<file path="config.mk">
export PLATFORM = sky130hd
export DESIGN_NAME = uart_io_arbiter
export DESIGN_NICKNAME = d
export VERILOG_FILES = /design/src/rtl/uart_io_arbiter.sv
export SDC_FILE = /design/constraint.sdc
export NUM_CORES = 1
export LEC_CHECK = 0
export ABC_CLOCK_PERIOD_IN_PS = 2700
export CORE_ASPECT_RATIO = 1.1
export CORE_UTILIZATION = 44
export CTS_CLUSTER_SIZE = 10
export DETAILED_ROUTE_END_ITERATION = 10
export PLACE_DENSITY = 0.95
export REMOVE_ABC_BUFFERS = 1
export SYNTH_ARGS = -nofsm -noshare
export SYNTH_HDL_FRONTEND = slang
export SYNTH_SLANG_ARGS = --single-unit
</file>
<file path="constraint.sdc">
create_clock -name clk -period 2.7 [get_ports clk]
set_input_delay 0.27 -clock clk [delete_from_list [all_inputs] [get_ports clk]]
set_output_delay 0.27 -clock clk [all_outputs]
set_load 0.1 [all_outputs]
</file>
<file path="src/rtl/uart_io_arbiter.sv">
// Two-requester round-robin arbiter sharing one UART TX/RX byte interface.
// Optional GRANT watchdog is built when UART_ARB_TIMEOUT_EN is defined.
module uart_io_arbiter #(
    parameter int clk_freq    = 50000000,
    parameter int TIMEOUT_CYC = 1024
) (
    input  logic       clk,
    input  logic       rst,
    input  logic       req0,
    input  logic       req1,
    input  logic       wr0,
    input  logic       wr1,
    input  logic [7:0] wdata0,
    input  logic [7:0] wdata1,
    output logic       ack0,
    output logic       ack1,
    output logic [7:0] rdata0,
    output logic [7:0] rdata1,
    output logic [1:0] gnt,
    output logic       uart_wr,
    output logic [7:0] uart_wdata,
    input  logic       uart_busy,
    output logic       uart_rd,
    input  logic       uart_rx_avail,
    input  logic [7:0] uart_rdata,
    output logic       err
);

    typedef enum logic [1:0] {
        IDLE  = 2'd0,
        GRANT = 2'd1,
        DONE  = 2'd2
    } state_t;

    state_t     state_q, state_d;
    logic       owner_q, owner_d;
    logic       last_q, last_d;
    logic       wr_q, wr_d;
    logic [7:0] wdata_q, wdata_d;
    logic [7:0] rdata0_q, rdata0_d;
    logic [7:0] rdata1_q, rdata1_d;
    logic       wr_stb, rd_stb, win;

`ifdef UART_ARB_TIMEOUT_EN
    localparam logic [15:0] CNT_LAST = 16'(TIMEOUT_CYC - 1);
    logic [15:0] cnt_q, cnt_d;
    logic        to_q, to_d;
`endif

    if (TIMEOUT_CYC < 2 || TIMEOUT_CYC > 65535 || clk_freq < 1) begin : g_param_check
        $error("uart_io_arbiter: TIMEOUT_CYC must be 2..65535 and clk_freq positive");
    end

    always_comb begin
        state_d  = state_q;
        owner_d  = owner_q;
        last_d   = last_q;
        wr_d     = wr_q;
        wdata_d  = wdata_q;
        rdata0_d = rdata0_q;
        rdata1_d = rdata1_q;
        wr_stb   = 1'b0;
        rd_stb   = 1'b0;
        // last_q holds the requester served most recently, so a tie goes to the other one
        win      = (req0 && req1) ? ~last_q : req1;
`ifdef UART_ARB_TIMEOUT_EN
        cnt_d    = cnt_q;
        to_d     = to_q;
`endif
        case (state_q)
            IDLE: begin
                if (req0 || req1) begin
                    state_d = GRANT;
                    owner_d = win;
                    wr_d    = win ? wr1 : wr0;
                    wdata_d = win ? wdata1 : wdata0;
`ifdef UART_ARB_TIMEOUT_EN
                    cnt_d   = 16'd0;
                    to_d    = 1'b0;
`endif
                end
            end
            GRANT: begin
                if (wr_q) wr_stb = !uart_busy;
                else      rd_stb = uart_rx_avail;
                if (rd_stb) begin
                    if (owner_q) rdata1_d = uart_rdata;
                    else         rdata0_d = uart_rdata;
                end
                if (wr_stb || rd_stb) begin
                    state_d = DONE;
                end
`ifdef UART_ARB_TIMEOUT_EN
                else if (cnt_q == CNT_LAST) begin
                    state_d = DONE;
                    to_d    = 1'b1;
                    if (!wr_q) begin
                        if (owner_q) rdata1_d = 8'hFF;
                        else         rdata0_d = 8'hFF;
                    end
                end else begin
                    cnt_d = cnt_q + 16'd1;
                end
`endif
            end
            DONE: begin
                last_d  = owner_q;
                state_d = IDLE;
            end
            default: state_d = IDLE;
        endcase
    end

    always_ff @(posedge clk or negedge rst) begin
        if (!rst) begin
            state_q  <= IDLE;
            owner_q  <= 1'b0;
            last_q   <= 1'b1;
            wr_q     <= 1'b0;
            wdata_q  <= 8'h00;
            rdata0_q <= 8'h00;
            rdata1_q <= 8'h00;
`ifdef UART_ARB_TIMEOUT_EN
            cnt_q    <= 16'd0;
            to_q     <= 1'b0;
`endif
        end else begin
            state_q  <= state_d;
            owner_q  <= owner_d;
            last_q   <= last_d;
            wr_q     <= wr_d;
            wdata_q  <= wdata_d;
            rdata0_q <= rdata0_d;
            rdata1_q <= rdata1_d;
`ifdef UART_ARB_TIMEOUT_EN
            cnt_q    <= cnt_d;
            to_q     <= to_d;
`endif
        end
    end

    // Strobes, grant and ack decode from the state register so reset clears them at once
    assign gnt        = (state_q == GRANT) ? (owner_q ? 2'b10 : 2'b01) : 2'b00;
    assign ack0       = (state_q == DONE) && !owner_q;
    assign ack1       = (state_q == DONE) && owner_q;
    assign uart_wr    = wr_stb;
    assign uart_rd    = rd_stb;
    assign uart_wdata = wdata_q;
    assign rdata0     = rdata0_q;
    assign rdata1     = rdata1_q;
`ifdef UART_ARB_TIMEOUT_EN
    assign err        = (state_q == DONE) && to_q;
`else
    assign err        = 1'b0;
`endif

endmodule

</file>
# Word-level counts from Yosys, hierarchy flattened
# Index checks and enable logic that the tools add are counted.
# Widths: inputs -> output; s select.
dict set report totals {
  elab_cells 39
  reg_bits 29
  inputBits 32
  out_inout_bits 31
}
dict set report classes {
  n_reduce_logical 12
  n_eq_ne 4
  bitwise_logic 2
  muxes 14
}
# cell count
set ops {}
lappend ops {{$mux 1} 8}
lappend ops {{$mux 2} 4}
lappend ops {{$mux 8} 1}
lappend ops {{$reduce_and 3->1} 2}
lappend ops {{$ne 2x2->1 const B} 2}
lappend ops {{$pmux 2 s2} 1}
lappend ops {{$reduce_and 2->1} 2}
lappend ops {{$logic_and 1x1->1} 3}
lappend ops {{$eq 2x1->1 const B} 1}
lappend ops {{$eq 2x2->1 const B} 1}
lappend ops {{$logic_not 1->1} 2}
lappend ops {{$logic_not 2->1} 1}
lappend ops {{$logic_or 1x1->1} 2}
lappend ops {{$not 1->1} 2}

# Logic depth before layout (Yosys ltp)
dict set report logic_depth {
  word_depth 6
  depth_mapped 4
  ltp_nobuf 3
}

# Least setup slack after synthesis
# Ideal clock, no wire load.
dict set report synth_path {
  path_kind {register to output}
  from {register state_q[0]}
  to {output ack1}
  path_stages_with_launch 3
  t_required_ps 2430
  n_path_buf 0
  setup_slack_ps 560
  t_arrival_ps 1870
  path_cell_list {dfrtp_1 nand2b_1 nor2_1}
}
dict set report synth_between {
  elab_chain_cells 2
}
# element line
set synth_rtl {}
lappend synth_rtl {{start, declared} 35} ;# state_t state_q, state_d;
lappend synth_rtl {{start signal, assigned} 128} ;# state_q <= state_d;
lappend synth_rtl {{$eq 2x2->1} 145} ;# assign ack1 = (state_q == DONE) && owner_q;
lappend synth_rtl {{$logic_and 1x1->1} 145}
lappend synth_rtl {{end, declared} 16} ;# output logic ack1,
# No other way between the ends.

# Final worst setup path
# Same ends and word-level chain as after synthesis.

==> impl_results.md <==
- Status: finished clean
- Antenna Nets Post-Route: 0
- Vias in the first global route: 1040
- Initial antenna violation count: 0
- Most common cell after layout, fill and taps aside: buf_4
- Synthesis-stage register bit count: 29
- Area of the mapped netlist: 0.001350 mm2
- Die W: between 50 and 60 um
- Cell variety after synth: 21
- Share of cells above drive strength 1: 51.28%
- Worst setup SP type: flop
- Worst setup EP type: output pin
- CTS Hold Buffers Added: 0
- Via count: between 900 and 1000
- Routed len/inst: 15.29 um
- # nets final: between 150 and 200
- Crit path kind: reg2out
- Cell count after synthesis: 88
- Number of remaining DRC errors: 0
- Period minus WS final: 1.754 ns
- Top cells by area, synth: dfrtp_1 52%, mux2_4 20%, mux2_2 13%
- Starting Density: 47.74%
- Largest family of logic cells by synthesized area: multiplexers
- CTS buffer count: 5
- CTS H-tree lvls: 2
- Area share of the largest cell type after synthesis: 51.90%
- CTS Buffer Depth: 2
- Clock Skew: 0.008232 ns
- CTS root buf: clkbuf_4
- Drt initial violations: 8
- Commonest non-fill, non-tap cells in the layout: 32 x buf_4, 31 x clkdlybuf4s50_1, 28 x dfrtp_1
- I/O pin cnt: 63
- Total gr overflow: 0
- Sequential cell area: ~730 um2
- Xor/xnor cell area share of the yosys netlist: 0%
- Core Box Area: 0.002828 mm2
- Fmax: 0.5700 GHz
- CTS tree: yes
- Global-route wire length before repair: 4512 um
- CP startpoint: state_q[0]
- Die Y-Extent: 60.10 um
- Worst EP arrival: between 1 and 1.5 ns
- WL final: 2889 um
- Compound-Gate Fraction of Synth Area: under 10%
- Port buffer count: 61
- Hpwl dp: 2159 um
- Fin crit share: 64.98%
- Postcts setup bufs: 0
- Max stage delay on crit path: 0.46 ns
- Placer congestion estimate: 0.7094
- Rows: 20
- Seq/Total Area, Yosys: about 54%
- Final-report hold violation count: 0
- Setup TNS: 0 ns
- Syn Area/Cell: 15.34 um2
- Portion of netlist area occupied by mux cells: 34.11%
- Adder-cell share of the synthesized area: 0%
- Synth area leader: dfrtp_1
- Slew headroom: 66.57%
- Simple-gate area share of the yosys netlist: 7.322%
- Cell Chain, Critical Path: nand2b_1 > nor2_1 > buf_4
- DRT Pass-1 Iters: 4
- Max Cap Viol: 0
- Die ar.: 0.003294 mm2
- Cells resized by post-CTS repair: 0
- Worst-path fanout max: 4
- Largest net degree at the start of global routing: 30
- Slowest-stage cell, CP: dfrtp_1
- Clock Sinks: 29
- Antenna diodes: 0
- Worst endpoint required time: ~2.4 ns
- Filler instances: a little under 200
- Clk_lat worst skew: between 0.3 and 0.4 ns
- Area of the multi-input gates: 598.1 um2
- Synth warn: 0
- Worst-path clk slew: approximately 0.090 ns
- Layout area overhead: 46.34%
- Worst-Margin Slew: around 0.50 ns
- # setup viols final: 0
- Hold Path Class: in2async
- Vias per cell: ~5.0
- Reg-to-reg startpoint: last_q
- Gr usage total: approximately a fifth
- Slew Viols, Final: 0
- RSZ-0062 raised after global routing: no
[routing by layer]
metal / part of all wire, % / GRT usage [%] / up-vias
li1: - / - / 439
met1: 39 / 22.30 / 453
met2: 52 / 34.77 / 51
met3: 7.0 / 5.089 / 6
met4: 1.9 / 12.82 / 0
met5: 0 / 0 / -
[flip-flops by register name (all words and copies together) (netlist names)]
name,flops
last_q,1
owner_q,1
state_q,2
rdata0,8
rdata1,8
uart_wdata,8
wr_q,1
[path summary, 6_finish.rpt]
kind	end	depth (start not counted)	slack, ns
setup / recovery	ack1	3	0.95
hold / removal	uart_wdata[3]	2	0.31
setup reg to reg	uart_wdata[0]	3	1.01
hold reg to reg	rdata1[4]	1	0.51
max in group asynchronous	last_q	2	2.09
min in group clk	rdata1[4]	1	0.51
[stage by stage]
| step | utilization (%) | cells | worst slack [ns] | cell area [um2] | hold WS [ns] |
|---|---|---|---|---|---|
| floorplan | - | 85 | 0.5601 | 1324 | -0.02559 |
| global placement | 67.92 | 181 | 0.8238 | 1921 | 0.4886 |
| detailed placement | 67.92 | 181 | 0.7448 | 1921 | 0.4934 |
| CTS | 69.87 | 189 | 0.9296 | 1976 | 0.3065 |
| global route | 69.87 | 189 | 0.8902 | 1976 | 0.3399 |
| finish | 69.87 | 189 | 0.9456 | 1976 | 0.3117 |
[synth_stat cells]
cell and count:
o21bai_1 1, inv_1 1, nand2b_1 3, a21bo_1 1, nand2b_4 1, mux2_2 16
a21oi_1 1, a21o_1 1, mux2i_1 1, nor2_1 6, mux2_4 18, nor3_4 1
dfstp_2 1, nand2_2 1, dfrtp_1 28, nand2_1 1, buf_4 2, nor3_1 1
buf_6 1, and4bb_2 1, conb_1 1
[cell families (layout without fill, tap and decap cells)]
kind of cell	count (synthesis)	count (layout)
other	1	1
muxes	35	35
AOI/OAI and AO/OA	4	4
and+or+nand+nor	15	15
DFF	29	29
buffers and inverters	4	72
[area by class of cell]
cell class	count	area share, %
Timing Repair Buffer	63	27.87
Sequential cell	29	36.80
Tap cell	33	2.090
Clock buffer	5	1.900
Inverter	1	0.1900
Multi-Input combinational cell	55	30.27
Clock inverter	3	0.8866
[worst max-delay path, delay by kind of cell (launching register included)]
family / cells / cell delay, ns
flip-flops: 1 / 0.46
AND/OR/NAND/NOR: 2 / 0.38
buffers and inverters: 1 / 0.32
Power is left out: the tool's default activity adds up to more than one toggle a clock period on the data nets, which glitch-free logic cannot reach.
